[config.mk]
export PLATFORM = sky130hd
export DESIGN_NAME = key_expansion_ctrl_flat
export DESIGN_NICKNAME = d
export VERILOG_FILES = /design/src/rtl/key_expansion_ctrl_pkg.sv /design/src/rtl/key_expansion_ctrl_if.sv /design/src/rtl/key_expansion_ctrl_ks.sv /design/src/rtl/key_expansion_ctrl.sv /design/src/flat_wrapper.sv
export SDC_FILE = /design/constraint.sdc
export NUM_CORES = 2
export LEC_CHECK = 0
export BUFFER_PORTS_ARGS = -buffer_cell sky130_fd_sc_hd__buf_4
export CAP_MARGIN = 20
export CORE_MARGIN = 4
export CORE_UTILIZATION = 46
export CTS_CLUSTER_DIAMETER = 50
export DETAILED_ROUTE_END_ITERATION = 8
export HOLD_SLACK_MARGIN = 0.05
export SYNTH_ARGS = -nofsm -noshare
export SYNTH_HDL_FRONTEND = slang
export SYNTH_SLANG_ARGS = --single-unit
[constraint.sdc]
create_clock -name clk -period 14.27 [get_ports clk]
set_input_delay 3.5675 -clock clk [delete_from_list [all_inputs] [get_ports clk]]
set_output_delay 3.5675 -clock clk [all_outputs]
set_load 0.05 [all_outputs]
[src/rtl/key_expansion_ctrl_pkg.sv]
// Shared constants for the round-key expansion controller.
// State codes, sizes and key-half helpers.
package key_expansion_ctrl_pkg;

   localparam int KEY_SIZE   = 128;
   localparam int BLOCK_SIZE = 64;
   localparam int ROUNDS     = 32;
   localparam int ADDR_W     = 5;
   localparam int CNT_W      = $clog2(ROUNDS + 1);
   localparam int FLUSH_CYC  = 8;
   localparam int TIMEOUT    = 31;

   localparam logic [2:0] KX_FLUSH = 3'd0;
   localparam logic [2:0] KX_IDLE  = 3'd1;
   localparam logic [2:0] KX_START = 3'd2;
   localparam logic [2:0] KX_WAIT  = 3'd3;
   localparam logic [2:0] KX_STORE = 3'd4;
   localparam logic [2:0] KX_DONE  = 3'd5;
   localparam logic [2:0] KX_ERROR = 3'd6;

   function automatic logic [BLOCK_SIZE-1:0] k_word(
      input logic [KEY_SIZE-1:0] key
   );
      return key[KEY_SIZE-1 -: BLOCK_SIZE];
   endfunction

endpackage

[src/rtl/key_expansion_ctrl_if.sv]
// Key loader / round-key read bundle.
// slave faces the controller, master faces its users.
interface key_expansion_ctrl_if;
   import key_expansion_ctrl_pkg::*;

   logic [KEY_SIZE-1:0]   key_in;
   logic                  key_valid;
   logic                  key_ready;
   logic                  busy;
   logic                  keys_ready;
   logic                  error;
   logic                  rk_rd_en;
   logic [ADDR_W-1:0]     rk_addr;
   logic [BLOCK_SIZE-1:0] rk_data;
   logic                  rk_data_valid;

   modport master (
      output key_in, key_valid, rk_rd_en, rk_addr,
      input  key_ready, busy, keys_ready, error,
      input  rk_data, rk_data_valid
   );

   modport slave (
      input  key_in, key_valid, rk_rd_en, rk_addr,
      output key_ready, busy, keys_ready, error,
      output rk_data, rk_data_valid
   );

endinterface

[src/rtl/key_expansion_ctrl_ks.sv]
// One SPECK128/128 key-schedule step as a small FSM.
// Latches key and counter on start, pulses finished.
module key_schedule #(
   parameter int KEY_SIZE   = 128,
   parameter int BLOCK_SIZE = 64
) (
   input  logic                  clk,
   input  logic                  rst_n,
   input  logic                  start,
   input  logic [KEY_SIZE-1:0]   key,
   input  logic [BLOCK_SIZE-1:0] round_ctr,
   output logic [KEY_SIZE-1:0]   out_key,
   output logic                  finished
);

   localparam logic [1:0] KS_IDLE = 2'd0;
   localparam logic [1:0] KS_CALC = 2'd1;
   localparam logic [1:0] KS_FIN  = 2'd2;

   logic [1:0]            state;
   logic [BLOCK_SIZE-1:0] k;
   logic [BLOCK_SIZE-1:0] l;
   logic [BLOCK_SIZE-1:0] ctr;
   logic [BLOCK_SIZE-1:0] l_ror;
   logic [BLOCK_SIZE-1:0] k_rol;
   logic [BLOCK_SIZE-1:0] l_next;
   logic [BLOCK_SIZE-1:0] k_next;

   assign l_ror  = {l[7:0], l[BLOCK_SIZE-1:8]};
   assign k_rol  = {k[BLOCK_SIZE-4:0], k[BLOCK_SIZE-1:BLOCK_SIZE-3]};
   assign l_next = (k + l_ror) ^ ctr;
   assign k_next = k_rol ^ l_next;

   assign finished = (state == KS_FIN);

   // latch operands, compute one step, signal completion
   always_ff @(posedge clk or negedge rst_n) begin
      if (!rst_n) begin
         state   <= KS_IDLE;
         k       <= '0;
         l       <= '0;
         ctr     <= '0;
         out_key <= '0;
      end else begin
         case (state)
            KS_IDLE: begin
               if (start) begin
                  k     <= key[KEY_SIZE-1 -: BLOCK_SIZE];
                  l     <= key[BLOCK_SIZE-1:0];
                  ctr   <= round_ctr;
                  state <= KS_CALC;
               end
            end
            KS_CALC: begin
               out_key <= {k_next, l_next};
               state   <= KS_FIN;
            end
            default: state <= KS_IDLE;
         endcase
      end
   end

endmodule

[src/rtl/key_expansion_ctrl.sv]
// Drives key_schedule ROUNDS-1 times and keeps the upper
// word of every key in a round-key file with a read port.
module key_expansion_ctrl
   import key_expansion_ctrl_pkg::*;
(
   input  logic               clk,
   input  logic               rst_n,
   key_expansion_ctrl_if.slave bus
);

   localparam int FL_W = $clog2(FLUSH_CYC);
   localparam int WD_W = $clog2(TIMEOUT + 1);

   logic [2:0]            state;
   logic [FL_W-1:0]       flush_cnt;
   logic [WD_W-1:0]       wd_cnt;
   logic [ADDR_W-1:0]     rnd;
   logic [CNT_W-1:0]      wr_cnt;
   logic [KEY_SIZE-1:0]   cur_key;
   logic [BLOCK_SIZE-1:0] rk [ROUNDS];

   logic                  ks_start;
   logic                  ks_finished;
   logic [KEY_SIZE-1:0]   ks_out_key;
   logic [BLOCK_SIZE-1:0] ks_round_ctr;

   logic                  accept;
   logic [CNT_W-1:0]      rd_lim;
   logic                  rd_hit;

   assign bus.key_ready = (state == KX_IDLE) ||
                          (state == KX_DONE) ||
                          (state == KX_ERROR);
   assign bus.busy      = (state == KX_START) ||
                          (state == KX_WAIT) ||
                          (state == KX_STORE);
   assign accept        = bus.key_ready && bus.key_valid;
   assign ks_start      = (state == KX_START);
   assign ks_round_ctr  = BLOCK_SIZE'(rnd);

   key_schedule #(
      .KEY_SIZE   (KEY_SIZE),
      .BLOCK_SIZE (BLOCK_SIZE)
   ) u_ks (
      .clk       (clk),
      .rst_n     (rst_n),
      .start     (ks_start),
      .key       (cur_key),
      .round_ctr (ks_round_ctr),
      .out_key   (ks_out_key),
      .finished  (ks_finished)
   );

   // sequencing FSM with flush, watchdog and status flags
   always_ff @(posedge clk or negedge rst_n) begin
      if (!rst_n) begin
         state          <= KX_FLUSH;
         flush_cnt      <= '0;
         wd_cnt         <= '0;
         rnd            <= '0;
         wr_cnt         <= '0;
         cur_key        <= '0;
         bus.keys_ready <= 1'b0;
         bus.error      <= 1'b0;
      end else begin
         case (state)
            KX_FLUSH: begin
               if (flush_cnt == FL_W'(FLUSH_CYC - 1))
                  state <= KX_IDLE;
               else
                  flush_cnt <= flush_cnt + 1'b1;
            end
            KX_IDLE, KX_DONE, KX_ERROR: begin
               if (bus.key_valid) begin
                  cur_key        <= bus.key_in;
                  wr_cnt         <= CNT_W'(1);
                  bus.keys_ready <= 1'b0;
                  bus.error      <= 1'b0;
                  rnd            <= '0;
                  state          <= KX_START;
               end
            end
            KX_START: begin
               wd_cnt <= '0;
               state  <= KX_WAIT;
            end
            KX_WAIT: begin
               if (ks_finished) begin
                  state <= KX_STORE;
               end else if (wd_cnt == WD_W'(TIMEOUT - 1)) begin
                  bus.error <= 1'b1;
                  state     <= KX_ERROR;
               end else begin
                  wd_cnt <= wd_cnt + 1'b1;
               end
            end
            KX_STORE: begin
               cur_key <= ks_out_key;
               wr_cnt  <= CNT_W'(rnd) + CNT_W'(2);
               if (rnd == ADDR_W'(ROUNDS - 2)) begin
                  bus.keys_ready <= 1'b1;
                  state          <= KX_DONE;
               end else begin
                  rnd   <= rnd + ADDR_W'(1);
                  state <= KX_START;
               end
            end
            default: state <= KX_FLUSH;
         endcase
      end
   end

   // round-key file write port: master word on accept, then each step
   always_ff @(posedge clk) begin
      if (accept)
         rk[0] <= k_word(bus.key_in);
      else if (state == KX_STORE)
         rk[rnd + ADDR_W'(1)] <= k_word(ks_out_key);
   end

   // an index being written this edge reads as not yet valid
   assign rd_lim = accept ? '0 : wr_cnt;
   assign rd_hit = bus.rk_rd_en && (CNT_W'(bus.rk_addr) < rd_lim);

   // registered read port
   always_ff @(posedge clk or negedge rst_n) begin
      if (!rst_n) begin
         bus.rk_data_valid <= 1'b0;
         bus.rk_data       <= '0;
      end else begin
         bus.rk_data_valid <= rd_hit;
         bus.rk_data       <= rd_hit ? rk[bus.rk_addr] : '0;
      end
   end

endmodule

[src/flat_wrapper.sv]
// flat-port wrapper written by rule: the top's interface ports become plain ports
module key_expansion_ctrl_flat import key_expansion_ctrl_pkg::*;
  (clk, rst_n, bus_key_in, bus_key_valid, bus_rk_rd_en, bus_rk_addr, bus_key_ready, bus_busy, bus_keys_ready, bus_error, bus_rk_data, bus_rk_data_valid);
  key_expansion_ctrl_if bus_i ();
  input  logic clk;
  input  logic rst_n;
  input wire logic [$bits(bus_i.key_in)-1:0] bus_key_in;
  input wire logic [$bits(bus_i.key_valid)-1:0] bus_key_valid;
  input wire logic [$bits(bus_i.rk_rd_en)-1:0] bus_rk_rd_en;
  input wire logic [$bits(bus_i.rk_addr)-1:0] bus_rk_addr;
  output wire logic [$bits(bus_i.key_ready)-1:0] bus_key_ready;
  output wire logic [$bits(bus_i.busy)-1:0] bus_busy;
  output wire logic [$bits(bus_i.keys_ready)-1:0] bus_keys_ready;
  output wire logic [$bits(bus_i.error)-1:0] bus_error;
  output wire logic [$bits(bus_i.rk_data)-1:0] bus_rk_data;
  output wire logic [$bits(bus_i.rk_data_valid)-1:0] bus_rk_data_valid;
  assign bus_i.key_in = bus_key_in;
  assign bus_i.key_valid = bus_key_valid;
  assign bus_i.rk_rd_en = bus_rk_rd_en;
  assign bus_i.rk_addr = bus_rk_addr;
  assign bus_key_ready = bus_i.key_ready;
  assign bus_busy = bus_i.busy;
  assign bus_keys_ready = bus_i.keys_ready;
  assign bus_error = bus_i.error;
  assign bus_rk_data = bus_i.rk_data;
  assign bus_rk_data_valid = bus_i.rk_data_valid;
  key_expansion_ctrl u_core (.clk(clk), .rst_n(rst_n), .bus(bus_i));
endmodule
==> run_results.csv <==
group,metric,value,unit
worst_setup_path,worstPathCellList,"buf_8 -> buf_4 -> buf_4 -> mux4_2 -> mux4_2 -> mux2i_1 -> nor2_1",
final_layout,final_nets,6189,
sta,setup_tns,0,ps
sta,hold_violations,0,
synth,synth_top_area_share,60.9,%
synth,syn-cell-area,101000,sq um
final_layout,layout-drive-gt1-share,25.4,%
placement,dp_hpwl,147000,microns
route,vias,53800,
die,chipWidth,477,microns
synth,synth.avg_cell_area,18.0,sq um
clock_tree,cts.htree.levels,5,
worst_setup_path,required,14990,ps
final_layout,finalNonFillerCells,9040,
sta,tightestPinTransition,1130,ps
global_route,grt.total_usage,23.5,%
synth,synthTopCellsByArea,"edfxtp_1, mux4_2, dfrtp_1",
worst_setup_path,critPathArrivalTime,7360,ps
die,fp.dieH,477,microns
clock_tree,cts-resized-gates,0,
sta,clock_skew,45.6,ps
clock_tree,cts_buffers,282,
worst_setup_path,reg2reg_setup_slack,9820,ps
route,dr.pass1.iters,5,
clock_tree,cts.sinks,2528,
clock_tree,cts_root_buffer,"clkbuf_16",
synth,synth_edf_count,2048,
synth,yosysMostFrequentCell,"edfxtp_1",
synth,netlist_top_cells_count,"edfxtp_1, nand2_1, mux4_2",
die,ios,206,
global_route,grt_pass1_vias,54800,
worst_setup_path,crit_path_start_kind,"input port",
worst_setup_path,r2r_start,"u_core.state[0]$_DFFE_PN0P_",
power_and_ir_drop,vdd_ir_drop_max,0.204,mV
worst_setup_path,r2r-end,"u_core.rk[21][44]$_DFFE_PP_",
power_and_ir_drop,p_per_area,185,nW/um^2
clock_tree,clk_latency,920,ps
clock_tree,cts_tree,"yes",
final_layout,design_area,117000,sq um
clock_tree,cts_max_path_buffers,4,
flow_run,timing.max_cap.violations,0,
placement,place_ws,6760,ps
die,start_util,46.4,%
die,dieArea,227000,sq um
synth,synthArstFlopShare,19.0,%
global_route,antenna_found_initial,2,
sta,rsz0062_at_grt,"no",
sta,post-route-period-util,46.5,%
route,remaining_drc_errors,0,
power_and_ir_drop,p_leak,0.0413,uW
global_route,grt_start_max_net_pins,97,
sta,max_slew_margin,24.5,%
sta,slew_violations,0,
worst_setup_path,critical_path_class,"in2reg",
synth,synth_seq_cells,2528,
clock_tree,cts_setup_buffers,0,
synth,ys_seq_area_share,72.8,%
synth,synth_warnings,0,
placement,placed_cells,8508,
final_layout,postLayoutCoreUtil,53.5,%
placement,portBuffers,205,
final_layout,area_growth,15.3,%
route,drt_iter0_drc,5597,
route,wl_per_cell,29.6,microns
route,drt-total-wl,268000,microns
global_route,grt_first_pass_wirelength,390000,microns
worst_setup_path,cp_max_fo,93,
sta,fin_ws,7630,ps
synth,ys_types,67,
route,ant_nets,0,
global_route,gr-total-overflow,0,
sta,max_freq,151,MHz
worst_setup_path,crit_end,"u_core.bus.rk_data[43]$_DFF_PN0_",
die,rows,171,
clock_tree,clk_pin_slew_worst_paths,60,ps
worst_setup_path,cp_slowest_cell,"buf_4",
sta,finalSetupViolations,0,
clock_tree,holdBufCountCts,0,
synth,synth_nets,5831,
worst_setup_path,crit_path_max_incr_delay,960,ps
placement,dpl-instance-area,106000,sq um
synth,syn-instance-count,5619,
worst_setup_path,startpoint,"bus_rk_addr[1]",
worst_setup_path,endpoint_kind,"register",
min_path,hold_path.class,"reg2reg",
placement,gp_congestion,0.890,
synth,synth_largest_area_cell,"edfxtp_1",
outcome,status,"completed",
sta,fin_crit,6640,ps
route,via_per_inst,5.95,
worst_setup_path,rr_worst_depth,6,
die,placeableCoreArea,218000,sq um
synth,synth-main-ff-cell,"edfxtp_1",
-- per-stage QoR --
stage	hold slack, ps	power [uW]
CTS	444	21500
finish	444	21500
global placement	443	14300
floorplan	435	12800
detailed placement	448	14400
global route	473	22500
-- power breakdown --
group          switching [uW]  total [uW]  internal (uW)
clock                    2850        7110           4260
combinational            3050        4880           1830
sequential                435        9510           9080
-- cell type report --
class                   instances  area, sq um
flip-flops and latches       2528        73500
diodes                          4         10.0
well taps                    2854         3570
clock buffers                 368         7860
inverters                      27          104
clock inverters               121         1210
fillers                     17000       101000
multi-input cells            2764        26600
repair buffers                374         3690
-- cell usage in the layout, fill, tap and decap left out, types with 19 or more instances in the layout --
cell type and instances:
edfxtp_1 2048, nand2_1 989, mux4_2 640, dfrtp_1 480
buf_4 319, clkbuf_16 291, nor2_1 190, o21ai_0 128
a21oi_1 88, mux2_2 82, xnor2_1 78, a31oi_1 77
ha_1 74, mux2i_1 66, clkbuf_1 48, xor2_1 42
clkinv_2 42, a21o_1 38, nor2_4 32, clkbuf_8 30
buf_16 30, nand4_1 27, clkinv_1 26, inv_1 25
nand3_1 25, bufinv_16 21, buf_12 19
-- cells by family (layout without fill, tap and decap cells) --
logic type,Yosys count,after routing,share of synthesized area [%]
flip-flops,2528,2528,72.8
AND/OR/NAND/NOR,1335,1335,5.23
multiplexers,788,788,15.8
AO/OA/AOI/OAI,431,431,2.63
buffers and inverters,327,890,1.22
XOR/XNOR,135,135,1.37
adder cells (fa/ha/maj),75,75,0.936
other,0,4,0
-- sequential cells by signal, indices dropped and copies added, names as in the netlist, 6 cells and up --
register and flops:
u_core.rk 2048, u_core.wr_cnt 6, u_core.u_ks.k 64, u_core.u_ks.l 64, u_core.cur_key 128, u_core.bus.rk_data 64
u_core.u_ks.out_key 128
-- worst min-delay path by stage --
stage	from	endpoint	slack, ps	cells past startpoint
4_1_cts	u_core.cur_key[126]$_DFFE_PN0P_	u_core.u_ks.k[62]$_DFFE_PN0P_	440	2
5_1_grt	u_core.cur_key[126]$_DFFE_PN0P_	u_core.u_ks.k[62]$_DFFE_PN0P_	470	2
6_report	u_core.cur_key[126]$_DFFE_PN0P_	u_core.u_ks.k[62]$_DFFE_PN0P_	440	2
2_1_floorplan	u_core.cur_key[64]$_DFFE_PN0P_	u_core.u_ks.k[0]$_DFFE_PN0P_	430	2
3_5_place_dp	u_core.cur_key[21]$_DFFE_PN0P_	u_core.u_ks.l[21]$_DFFE_PN0P_	450	2
3_3_place_gp	u_core.cur_key[117]$_DFFE_PN0P_	u_core.u_ks.k[53]$_DFFE_PN0P_	440	2
-- critical path: cells and delay by family --
kind	cells	cell delay, ps
buf+inv	3	2420
mux	3	1070
simple gates	1	60
-- routing by layer --
layer  GRT usage, %  share of wire, %
met1           33.7                42
met2           38.2                49
met3           3.81               6.9
met4           5.56               2.0
met5              0                 0
(Power assumes the default switching activity.)
